## src/rtl/grant_router_if.sv

```systemverilog
// Handshake bundle between the arbiter-side requesters, the grant router and the shared consumer.
// The router binds to the slave modport; the requester/consumer side binds to master.
interface grant_router_if #(
  parameter int N      = 10,
  parameter int DATA_W = 8,
  parameter int ID_W   = 4,
  parameter int CNT_W  = 16
);
  logic [N-1:0]        io_grant;
  logic [N-1:0]        io_req_valid;
  logic [N*DATA_W-1:0] io_req_data;
  logic [N-1:0]        io_req_ready;
  logic                io_out_valid;
  logic [DATA_W-1:0]   io_out_bits;
  logic [ID_W-1:0]     io_out_id;
  logic                io_out_ready;
  logic [CNT_W-1:0]    io_xfer_count;

  modport master (
    output io_grant, io_req_valid, io_req_data, io_out_ready,
    input  io_req_ready, io_out_valid, io_out_bits, io_out_id, io_xfer_count
  );

  modport slave (
    input  io_grant, io_req_valid, io_req_data, io_out_ready,
    output io_req_ready, io_out_valid, io_out_bits, io_out_id, io_xfer_count
  );
endinterface

```

## src/rtl/grant_router.sv

```systemverilog
// Moves the lowest-index granted and valid requester's payload into a single registered
// output slot with valid/ready handshaking, and counts completed output transfers.
module grant_router #(
  parameter int N      = 10,
  parameter int DATA_W = 8,
  parameter int ID_W   = 4,
  parameter int CNT_W  = 16
) (
  input logic          clock,
  input logic          reset,
  grant_router_if.slave io
);
  typedef enum logic {EMPTY, FULL} state_t;

  state_t            state;
  logic [DATA_W-1:0] out_bits;
  logic [ID_W-1:0]   out_id;
  logic [CNT_W-1:0]  xfer_count;

  logic [N-1:0]      elig;
  logic [ID_W-1:0]   sel;
  logic [DATA_W-1:0] sel_data;
  logic              any;
  logic              load;
  logic [N-1:0]      req_ready;

  // Downward scan so the last hit, and therefore the winner, is the lowest eligible index.
  always_comb begin
    elig     = io.io_grant & io.io_req_valid;
    sel      = '0;
    sel_data = '0;
    for (int i = N - 1; i >= 0; i--) begin
      if (elig[i]) begin
        sel      = ID_W'(i);
        sel_data = io.io_req_data[i*DATA_W +: DATA_W];
      end
    end
    any  = |elig;
    load = any && !reset && (state == EMPTY || io.io_out_ready);
    req_ready = '0;
    for (int i = 0; i < N; i++) begin
      req_ready[i] = load && (sel == ID_W'(i));
    end
  end

  // A draining slot may refill in the same cycle, giving one transfer per clock.
  always_ff @(posedge clock or posedge reset) begin
    if (reset) begin
      state      <= EMPTY;
      out_bits   <= '0;
      out_id     <= '0;
      xfer_count <= '0;
    end else begin
      if (state == FULL && io.io_out_ready) begin
        xfer_count <= xfer_count + CNT_W'(1);
      end
      if (load) begin
        out_bits <= sel_data;
        out_id   <= sel;
        state    <= FULL;
      end else if (state == FULL && io.io_out_ready) begin
        state <= EMPTY;
      end
    end
  end

  assign io.io_req_ready  = req_ready;
  assign io.io_out_valid  = (state == FULL);
  assign io.io_out_bits   = out_bits;
  assign io.io_out_id     = out_id;
  assign io.io_xfer_count = xfer_count;
endmodule

```

## src/flat_wrapper.sv

```systemverilog
// flat-port wrapper written by rule: the top's interface ports become plain ports
module grant_router_flat 
#(
  parameter int N      = 10,
  parameter int DATA_W = 8,
  parameter int ID_W   = 4,
  parameter int CNT_W  = 16
)
  (clock, reset, io_io_grant, io_io_req_valid, io_io_req_data, io_io_out_ready, io_io_req_ready, io_io_out_valid, io_io_out_bits, io_io_out_id, io_io_xfer_count);
  grant_router_if #(.N(N), .DATA_W(DATA_W), .ID_W(ID_W), .CNT_W(CNT_W)) io_i ();
  input logic clock;
  input logic reset;
  input wire logic [$bits(io_i.io_grant)-1:0] io_io_grant;
  input wire logic [$bits(io_i.io_req_valid)-1:0] io_io_req_valid;
  input wire logic [$bits(io_i.io_req_data)-1:0] io_io_req_data;
  input wire logic [$bits(io_i.io_out_ready)-1:0] io_io_out_ready;
  output wire logic [$bits(io_i.io_req_ready)-1:0] io_io_req_ready;
  output wire logic [$bits(io_i.io_out_valid)-1:0] io_io_out_valid;
  output wire logic [$bits(io_i.io_out_bits)-1:0] io_io_out_bits;
  output wire logic [$bits(io_i.io_out_id)-1:0] io_io_out_id;
  output wire logic [$bits(io_i.io_xfer_count)-1:0] io_io_xfer_count;
  assign io_i.io_grant = io_io_grant;
  assign io_i.io_req_valid = io_io_req_valid;
  assign io_i.io_req_data = io_io_req_data;
  assign io_i.io_out_ready = io_io_out_ready;
  assign io_io_req_ready = io_i.io_req_ready;
  assign io_io_out_valid = io_i.io_out_valid;
  assign io_io_out_bits = io_i.io_out_bits;
  assign io_io_out_id = io_i.io_out_id;
  assign io_io_xfer_count = io_i.io_xfer_count;
  grant_router #(.N(N), .DATA_W(DATA_W), .ID_W(ID_W), .CNT_W(CNT_W)) u_core (.clock(clock), .reset(reset), .io(io_i));
endmodule
```

## config.mk

```make
export PLATFORM = sky130hd
export DESIGN_NAME = grant_router_flat
export DESIGN_NICKNAME = d
export VERILOG_FILES = /design/src/rtl/grant_router_if.sv /design/src/rtl/grant_router.sv /design/src/flat_wrapper.sv
export SDC_FILE = /design/constraint.sdc
export NUM_CORES = 1
export LEC_CHECK = 0
export CAP_MARGIN = 20
export CORE_MARGIN = 2
export CORE_UTILIZATION = 38
export CTS_BUF_LIST = sky130_fd_sc_hd__clkbuf_2 sky130_fd_sc_hd__clkbuf_4 sky130_fd_sc_hd__clkbuf_8
export DETAILED_ROUTE_END_ITERATION = 10
export GPL_TIMING_DRIVEN = 0
export PLACE_DENSITY = 0.84
export SLEW_MARGIN = 10
export SYNTH_ARGS = -nofsm -noshare
export SYNTH_HDL_FRONTEND = slang
export SYNTH_SLANG_ARGS = --single-unit
export TNS_END_PERCENT = 50
```

## constraint.sdc

```tcl
create_clock -name clock -period 2.3 [get_ports clock]
set_input_delay 0.23 -clock clock [delete_from_list [all_inputs] [get_ports clock]]
set_output_delay 0.23 -clock clock [all_outputs]
set_load 0.1 [all_outputs]
```

==> summary.md, run 1 <==
| Metric | Value |
|---|---|
| Status | `complete, no violations` |
| P_leak | `between 1.5 and 2 nW` |
| WL per Instance | `around 16 um` |
| Final Max Tran Viols | `0` |
| Crit path buf inv count | `2` |
| Reg2reg path depth | `6` |
| Main flop type after synthesis | `dfrtp_1` |
| Max Buffers Root-to-Sink | `2` |
| Post-synth top area cell | `dfrtp_1` |
| I/O Buffers | `139` |
| CP delay by family, top | `buffers and inverters` |
| Reg clk slew, reported paths | `about 0.06 ns` |
| Final Cell Area | `slightly below 4000 um^2` |
| WS Path Type | `in2out` |
| Crit-path cells | `clkdlybuf4s50_1 > and2_2 > o221ai_4 > a31oi_4 > and3_4 > buf_12` |
| Crit path arrival time | `~2 ns` |
| CTS tree | `done` |
| CP max FO | `8` |
| Adder-cell share of the synthesized area | `0.005741` |
| Reg-to-Reg End | `u_core.io.io_xfer_count[8]` |
| Initial antenna violation count | `0` |
| Startpoint Class | `input pin` |
| F_max | `about 440 MHz` |
| Post-Synthesis Net Count | `between 300 and 400` |
| Period utilization | `0.9797` |
| Syn-to-layout area delta | `79.97%` |
| Core region area | `roughly 5500 um^2` |
| Yosys reg bits | `29` |
| Worst endpoint required time | `roughly 2.1 ns` |
| Cells after synthesis | `276` |
| DRC | `0` |
| Post-Synth Simple-Gate Area | `0.3071` |
| Largest family of logic cells by synthesized area | `simple AND/OR/NAND/NOR gates` |
| Pin count of the biggest net entering global routing | `16` |
| Die height | `roughly 80 um` |
| Setup TNS | `0 ns` |
| Synth warn | `0` |
| Area contributors post-synth | `dfrtp_1 33%, nand2_1 7.7%, o21ai_0 5.7%, a21oi_1 4.4%, xnor2_1 4.0%` |
| Avg Synthesized Cell Area | `roughly 7.9 um^2` |
| Reg2reg setup slack | `roughly 0.75 ns` |
| Final Critical Period | `2.253 ns` |
| Post-synth top area share | `0.3330` |
| Initial Util | `0.3958` |
| Post-synth EDFFs | `0` |
| Detailed placement HPWL | `6.241 mm` |
| PD cells | `about 670 nW/um^2` |
| Critical path endpoint category | `primary output` |
| Mux contribution to synthesized area | `0.005166` |
| Max_cap viols | `0` |
| Diodes inserted | `0` |
| Full die area | `between 6000 and 7000 um^2` |
| Worst R2R Start | `u_core.io.io_xfer_count[0]` |
| Gr usage total | `0.2463` |
| Die X-Extent | `79.74 um` |
| # IOs | `between 100 and 150` |
| Final-report setup violation count | `0` |
| Routed WL | `a little under 8 mm` |
| Layout cell share with drive strength beyond 1 | `0.1442` |
| Sequential fraction of the synthesis area | `0.3330` |
| H-tree depth | `2` |
| Vias/cell | `roughly 5.4` |
| Final Hold Fails | `0` |
| RSZ-0062 raised after global routing | `true` |
| Compound-gate portion of the synthesized area | `0.2445` |
| CTS Sinks | `29` |
| DP Area | `between 3000 and 4000 um^2` |
| Worst hold path class | `in2async` |
| 1st-iter DRT viols | `around 150` |
| Clock Latency Late Sink | `0.28 ns` |
| Clock Root Buffer | `clkbuf_8` |
| Worst slew pin tran | `between 0.9 and 1 ns` |
| Synth cell types | `41` |
| Synthesized area | `about 2200 um^2` |
| Post-Synth XOR/XNOR Area | `0.06028` |
| Via count | `2,694` |
| Final core utilization | `0.7123` |
| GR Overflow Total | `0` |
| Global-route wire length before repair | `12.15 mm` |
| Routed Antenna Nets | `0` |
| CP max stage cell | `clkdlybuf4s50_1` |
| FFs w/ async S/R, synth | `1.000` |
| Nets | `between 500 and 600` |
| Layout Skew | `just under 0.005 ns` |
| VDD IR max | `roughly 0.79 mV` |
| DRT Pass-1 Iters | `4` |
| GPL Wtd Cong | `about 0.9` |
| CP max stage delay | `approximately 0.55 ns` |
| Vias in the first global route | `~2,500` |
| Row count | `27` |
| Clock buffer count from CTS | `5` |
| Worst rel slew slack | `0.3388` |
==> area by class of cell <==
class                      count  area, um^2
fill                         410        1584
tap                           72       90.09
multi-input combinational    230        1485
clock buffer                   7       90.09
timing repair buffer         142        1429
timing repair inverter         1       5.005
sequential                    29       726.9
buffer                        13       88.84
inverter                       1       7.507
==> sequential cells by signal, indices dropped and copies added (netlist names) <==
| register | count |
|---|---|
| u_core.io.io_out_id | 4 |
| u_core.io.io_xfer_count | 16 |
| u_core.io.io_out_bits | 8 |
| u_core.io.io_out_valid | 1 |
==> worst register-to-register path, cell delays in order, from the launching register on <==
cell	delay [ns]
dfrtp_1	0.40
ha_1	0.17
nand3_1	0.13
or2_2	0.31
clkbuf_1	0.16
nor2_1	0.13
xor2_1	0.16
==> how the worst max path moves through the flow <==
stage / endpoint / from / slack, ns / depth (start not counted)
after detailed placement: io_io_req_ready[8] / reset / -1.24 / 7
final: io_io_req_ready[4] / io_io_req_valid[4] / 0.05 / 6
after global routing: io_io_req_ready[8] / io_io_grant[9] / -0.03 / 8
after floorplan: io_io_req_ready[2] / u_core.io.io_out_valid / -0.06 / 3
after global placement: io_io_req_ready[4] / io_io_grant[4] / -1.21 / 7
after CTS: io_io_req_ready[4] / io_io_grant[9] / 0.002 / 8
==> synthesized netlist by cell type, types with 4 or more instances <==
cell,instances
nand3_1,13
xor2_1,5
xnor2_1,10
and3_1,11
o21ai_0,25
nand2_1,45
dfrtp_1,29
clkbuf_1,9
nor4_1,8
o31ai_1,8
nor3_1,11
nand4_1,4
a21oi_1,19
nor2_1,19
a311oi_1,8
nand3b_1,8
and2_1,7
a31oi_1,8
==> cells in the final DEF (no fill, tap or decap), types with 2 or more instances in the layout <==
cell,n
a311oi_1,8
a21oi_1,17
nor2_2,3
clkbuf_8,6
a31oi_1,8
clkdlybuf4s50_1,127
buf_4,9
nor3_1,9
clkbuf_1,4
nor3_2,2
nand2_1,42
buf_6,5
xor2_1,5
nor2_1,15
nand4_1,4
buf_12,3
xnor2_1,10
and3_1,10
dlygate4sd2_1,2
and2_2,2
nand2b_1,2
and2_1,5
o21ai_0,24
nand3b_1,8
o31ai_1,8
clkbuf_4,3
dfrtp_1,28
clkbuf_2,2
nand2_2,3
nand3_1,13
nor4_1,7
a21oi_4,2
==> metrics by stage <==
step,power (mW),std cells,hold WS [ns],setup WS [ns]
final,2.645,495,0.4479,0.04670
after global routing,2.758,495,0.4955,-0.02612
after CTS,2.645,495,0.4694,0.001825
after detailed placement,2.207,487,0.4622,-1.243
after global placement,2.185,487,0.4597,-1.210
after floorplan,1.725,276,0.1463,-0.06020
==> routing by layer <==
| layer | vias to the layer above | global-route usage | wire length [um] |
|---|---|---|---|
| met5 | - | 0 | 0 |
| met4 | 0 | 0.1186 | 280 |
| met3 | 23 | 0.05204 | 659 |
| met2 | 137 | 0.4202 | 3784 |
| met1 | 1225 | 0.2938 | 3032 |
| li1 | 1309 | - | - |
==> what timing repair did <==
| item | CTS | global route |
|---|---|---|
| cloned | 1 | 0 |
| pin swaps | 2 | 3 |
| buffers inserted | 3 | 0 |
| resized for setup | 73 | 19 |
| hold buffers | 0 | 0 |
| endpoints found under the setup margin | 10 | 9 |
==> logic make-up (layout without fill, tap and decap cells) <==
logic type / after synthesis / in the layout
AOI/OAI and AO/OA: 79 / 79
adders and majority gates: 1 / 1
muxes: 1 / 1
and+or+nand+nor: 134 / 134
buffers and inverters: 17 / 164
xor gates and xnor gates: 15 / 15
DFF: 29 / 29
==> where the power goes <==
group	switching (mW)	internal, mW	leakage [nW]
registers	0.0944	0.607	0.372
logic	1.05	0.477	1.13
clock network	0.174	0.248	0.0477
Note: power is estimated with default switching activity, not from simulation.
==> run 2, diff against run 1 <==
Settings changed: ABC_AREA from default to 0, GPL_ROUTABILITY_DRIVEN from default to 0.
==> summary.md, run 2 (synthesized netlist as in run 1, its figures left out) <==
| Metric | Value |
|---|---|
| Initial Util | `0.3958 (unchanged)` |
| 1st-iter DRT viols | `133 (-10%)` |
| Vias/cell | `5.509 (+1.2%)` |
| DRC | `0 (unchanged)` |
| P_leak | `1.620 nW (+4.3%)` |
| Gr usage total | `0.2555 (+0.009181)` |
| Routed Antenna Nets | `0 (unchanged)` |
| Clock buffer count from CTS | `5 (unchanged)` |
| VDD IR max | `0.8586 mV (+8.8%)` |
| Commonest non-fill, non-tap cell in the layout | `clkdlybuf4s50_1` |
| Global-route wire length before repair | `12.70 mm (+4.5%)` |
| Crit path arrival time | `1.98 ns (-0.04 ns)` |
| RSZ-0062 raised after global routing | `false` |
| CTS Sinks | `29 (unchanged)` |
| Worst hold path class | `in2async` |
| Diodes inserted | `0 (unchanged)` |
| Worst endpoint required time | `2.07 ns (about the same)` |
| Syn-to-layout area delta | `82.61%` |
| Vias in the first global route | `2,742 (+8.0%)` |
| Worst R2R Start | `u_core.io.io_xfer_count[0]` |
| Worst Setup Slack, final | `0.08790 ns (+0.04120 ns)` |
| Max Buffers Root-to-Sink | `2 (unchanged)` |
| Final core utilization | `0.7228 (+0.01045)` |
| Final Critical Period | `2.212 ns (-0.04120 ns)` |
| Detailed placement HPWL | `6.317 mm (+1.2%)` |
| Top layer in use | `met4` |
| Final Hold Fails | `0 (unchanged)` |
| Row count | `27 (unchanged)` |
| DRT met1 WL | `3.216 mm (+6.1%)` |
| Max_cap viols | `0 (unchanged)` |
| Routed wl met2 | `4.047 mm (+7.0%)` |
| Reg clk slew, reported paths | `0.06 ns (about the same)` |
| DP Worst Slack | `-1.247 ns (-0.004400 ns)` |
| Clock Root Buffer | `clkbuf_8` |
| PD cells | `669.8 nW/um^2 (-0.66%)` |
| Routed WL | `8.144 mm (+5.0%)` |
| Full die area | `6358 um^2 (unchanged)` |
| Pin count of the biggest net entering global routing | `16 (unchanged)` |
| Status | `complete, no violations` |
| Nets | `531 (+0.76%)` |
| WS Path Type | `in2out` |
| Startpoint Class | `input pin` |
| H-tree depth | `2 (unchanged)` |
| Worst Setup SP | `io_io_req_valid[1]` |
| Layout cell share with drive strength beyond 1 | `0.1569 (+0.01270)` |
| Layout Skew | `0.004480 ns (-0.0004151 ns)` |
| Largest register FFs | `16 (unchanged)` |
| DRT Pass-1 Iters | `4 (unchanged)` |
| Final-report setup violation count | `0 (unchanged)` |
| I/O Buffers | `139 (unchanged)` |
| Commonest non-fill, non-tap cells in the layout | `123 x clkdlybuf4s50_1, 41 x nand2_1, 28 x dfrtp_1` |
| Fillers | `427 (+4.1%)` |
| Critical path endpoint category | `primary output` |
| Final Max Tran Viols | `0 (unchanged)` |
| Worst slew pin tran | `0.9939 ns (+0.005254 ns)` |
| GR Overflow Total | `0 (unchanged)` |
| Initial antenna violation count | `0 (unchanged)` |
| Die height | `79.74 um (unchanged)` |
| CP max FO | `4 (-4)` |
| WL per Instance | `16.32 um (+4.1%)` |
| Hold bufs inserted after CTS | `0 (unchanged)` |
| Die X-Extent | `79.74 um (unchanged)` |
| F_max | `452.1 MHz (+1.9%)` |
| Routed wl met3 | `622 um (-5.6%)` |
| Core region area | `5507 um^2 (unchanged)` |
| CTS tree | `done` |
| Final Power | `2.666 mW (+0.79%)` |
| Clock Latency Late Sink | `0.28 ns (about the same)` |
| # IOs | `142 (unchanged)` |
| Worst rel slew slack | `0.3353 (-0.003513)` |
| Via count | `2,749 (+2.0%)` |
| Period utilization | `0.9618 (-0.01791)` |
[run 2: changes by cell type in the layout (fill, tap and decap cells not counted)]
cell / delta
clkdlybuf4s50_1: -4
dlymetal6s2s_1: +4
and2_4: +3
and2_2: -2
buf_4: +2
buf_6: +2
and2_0: -1
buf_2: +1
clkbuf_4: -1
nand2_1: -1
nand2_4: +1
[run 2: cell type report]
class                   instances  area, um^2  area share
plain buffers                  13       90.09     0.02263
well taps                      72       90.09     0.02263
multi-input cells             230        1498      0.3763
repair inverters                1       5.005    0.001257
inverters                       1       7.507    0.001886
flip-flops and latches         29       726.9      0.1826
repair buffers                146        1473      0.3700
clock buffers                   7       90.09     0.02263
[run 2: stage by stage]
step	setup TNS [ns]	hold WS [ns]	instance area [um^2]	std cells
6_report	0	0.4290	3980	499
3_3_place_gp	-10.08	0.4598	3735	487
2_1_floorplan	-0.1488	0.1463	2253	276
4_1_cts	0	0.4232	3852	494
3_5_place_dp	-10.56	0.4623	3735	487
5_1_grt	0	0.4669	3980	499
[run 2: worst paths after layout]
| check | slack, ns | cells past startpoint | end |
|---|---|---|---|
| max | 0.09 | 7 | io_io_req_ready[8] |
| min | 0.43 | 3 | u_core.io.io_out_valid |
| max reg2reg | 0.71 | 6 | u_core.io.io_xfer_count[8] |
| min reg2reg | 0.47 | 1 | u_core.io.io_xfer_count[15] |
| max in group asynchronous | 1.45 | 2 | u_core.io.io_out_bits[6] |
| min in group clock | 0.47 | 1 | u_core.io.io_xfer_count[15] |
[run 2: critical path, cell delays in order]
cell and delay, ns:
clkdlybuf4s50_1 0.47, a22oi_4 0.27, nand3_4 0.14, nor2_2 0.22, nand3b_1 0.25, nor2b_4 0.20, buf_12 0.18
[run 2: routing by layer]
layer	track usage	vias to the layer above
li1	-	1319
met1	0.2989	1283
met2	0.4395	127
met3	0.06222	20
met4	0.1169	0
met5	0	-
[run 2: what timing repair did]
action | 4_1_cts | 5_1_grt
gates cloned | 1 | 0
resized for setup | 76 | 26
pin swaps | 2 | 5
setup endpoints to repair | 10 | 9
setup buffers | 2 | 5
[run 2: power by group]
group | switching (mW) | total, mW | internal, mW
sequential | 0.0958 | 0.702 | 0.607
combinational | 1.05 | 1.54 | 0.484
clock | 0.177 | 0.425 | 0.248
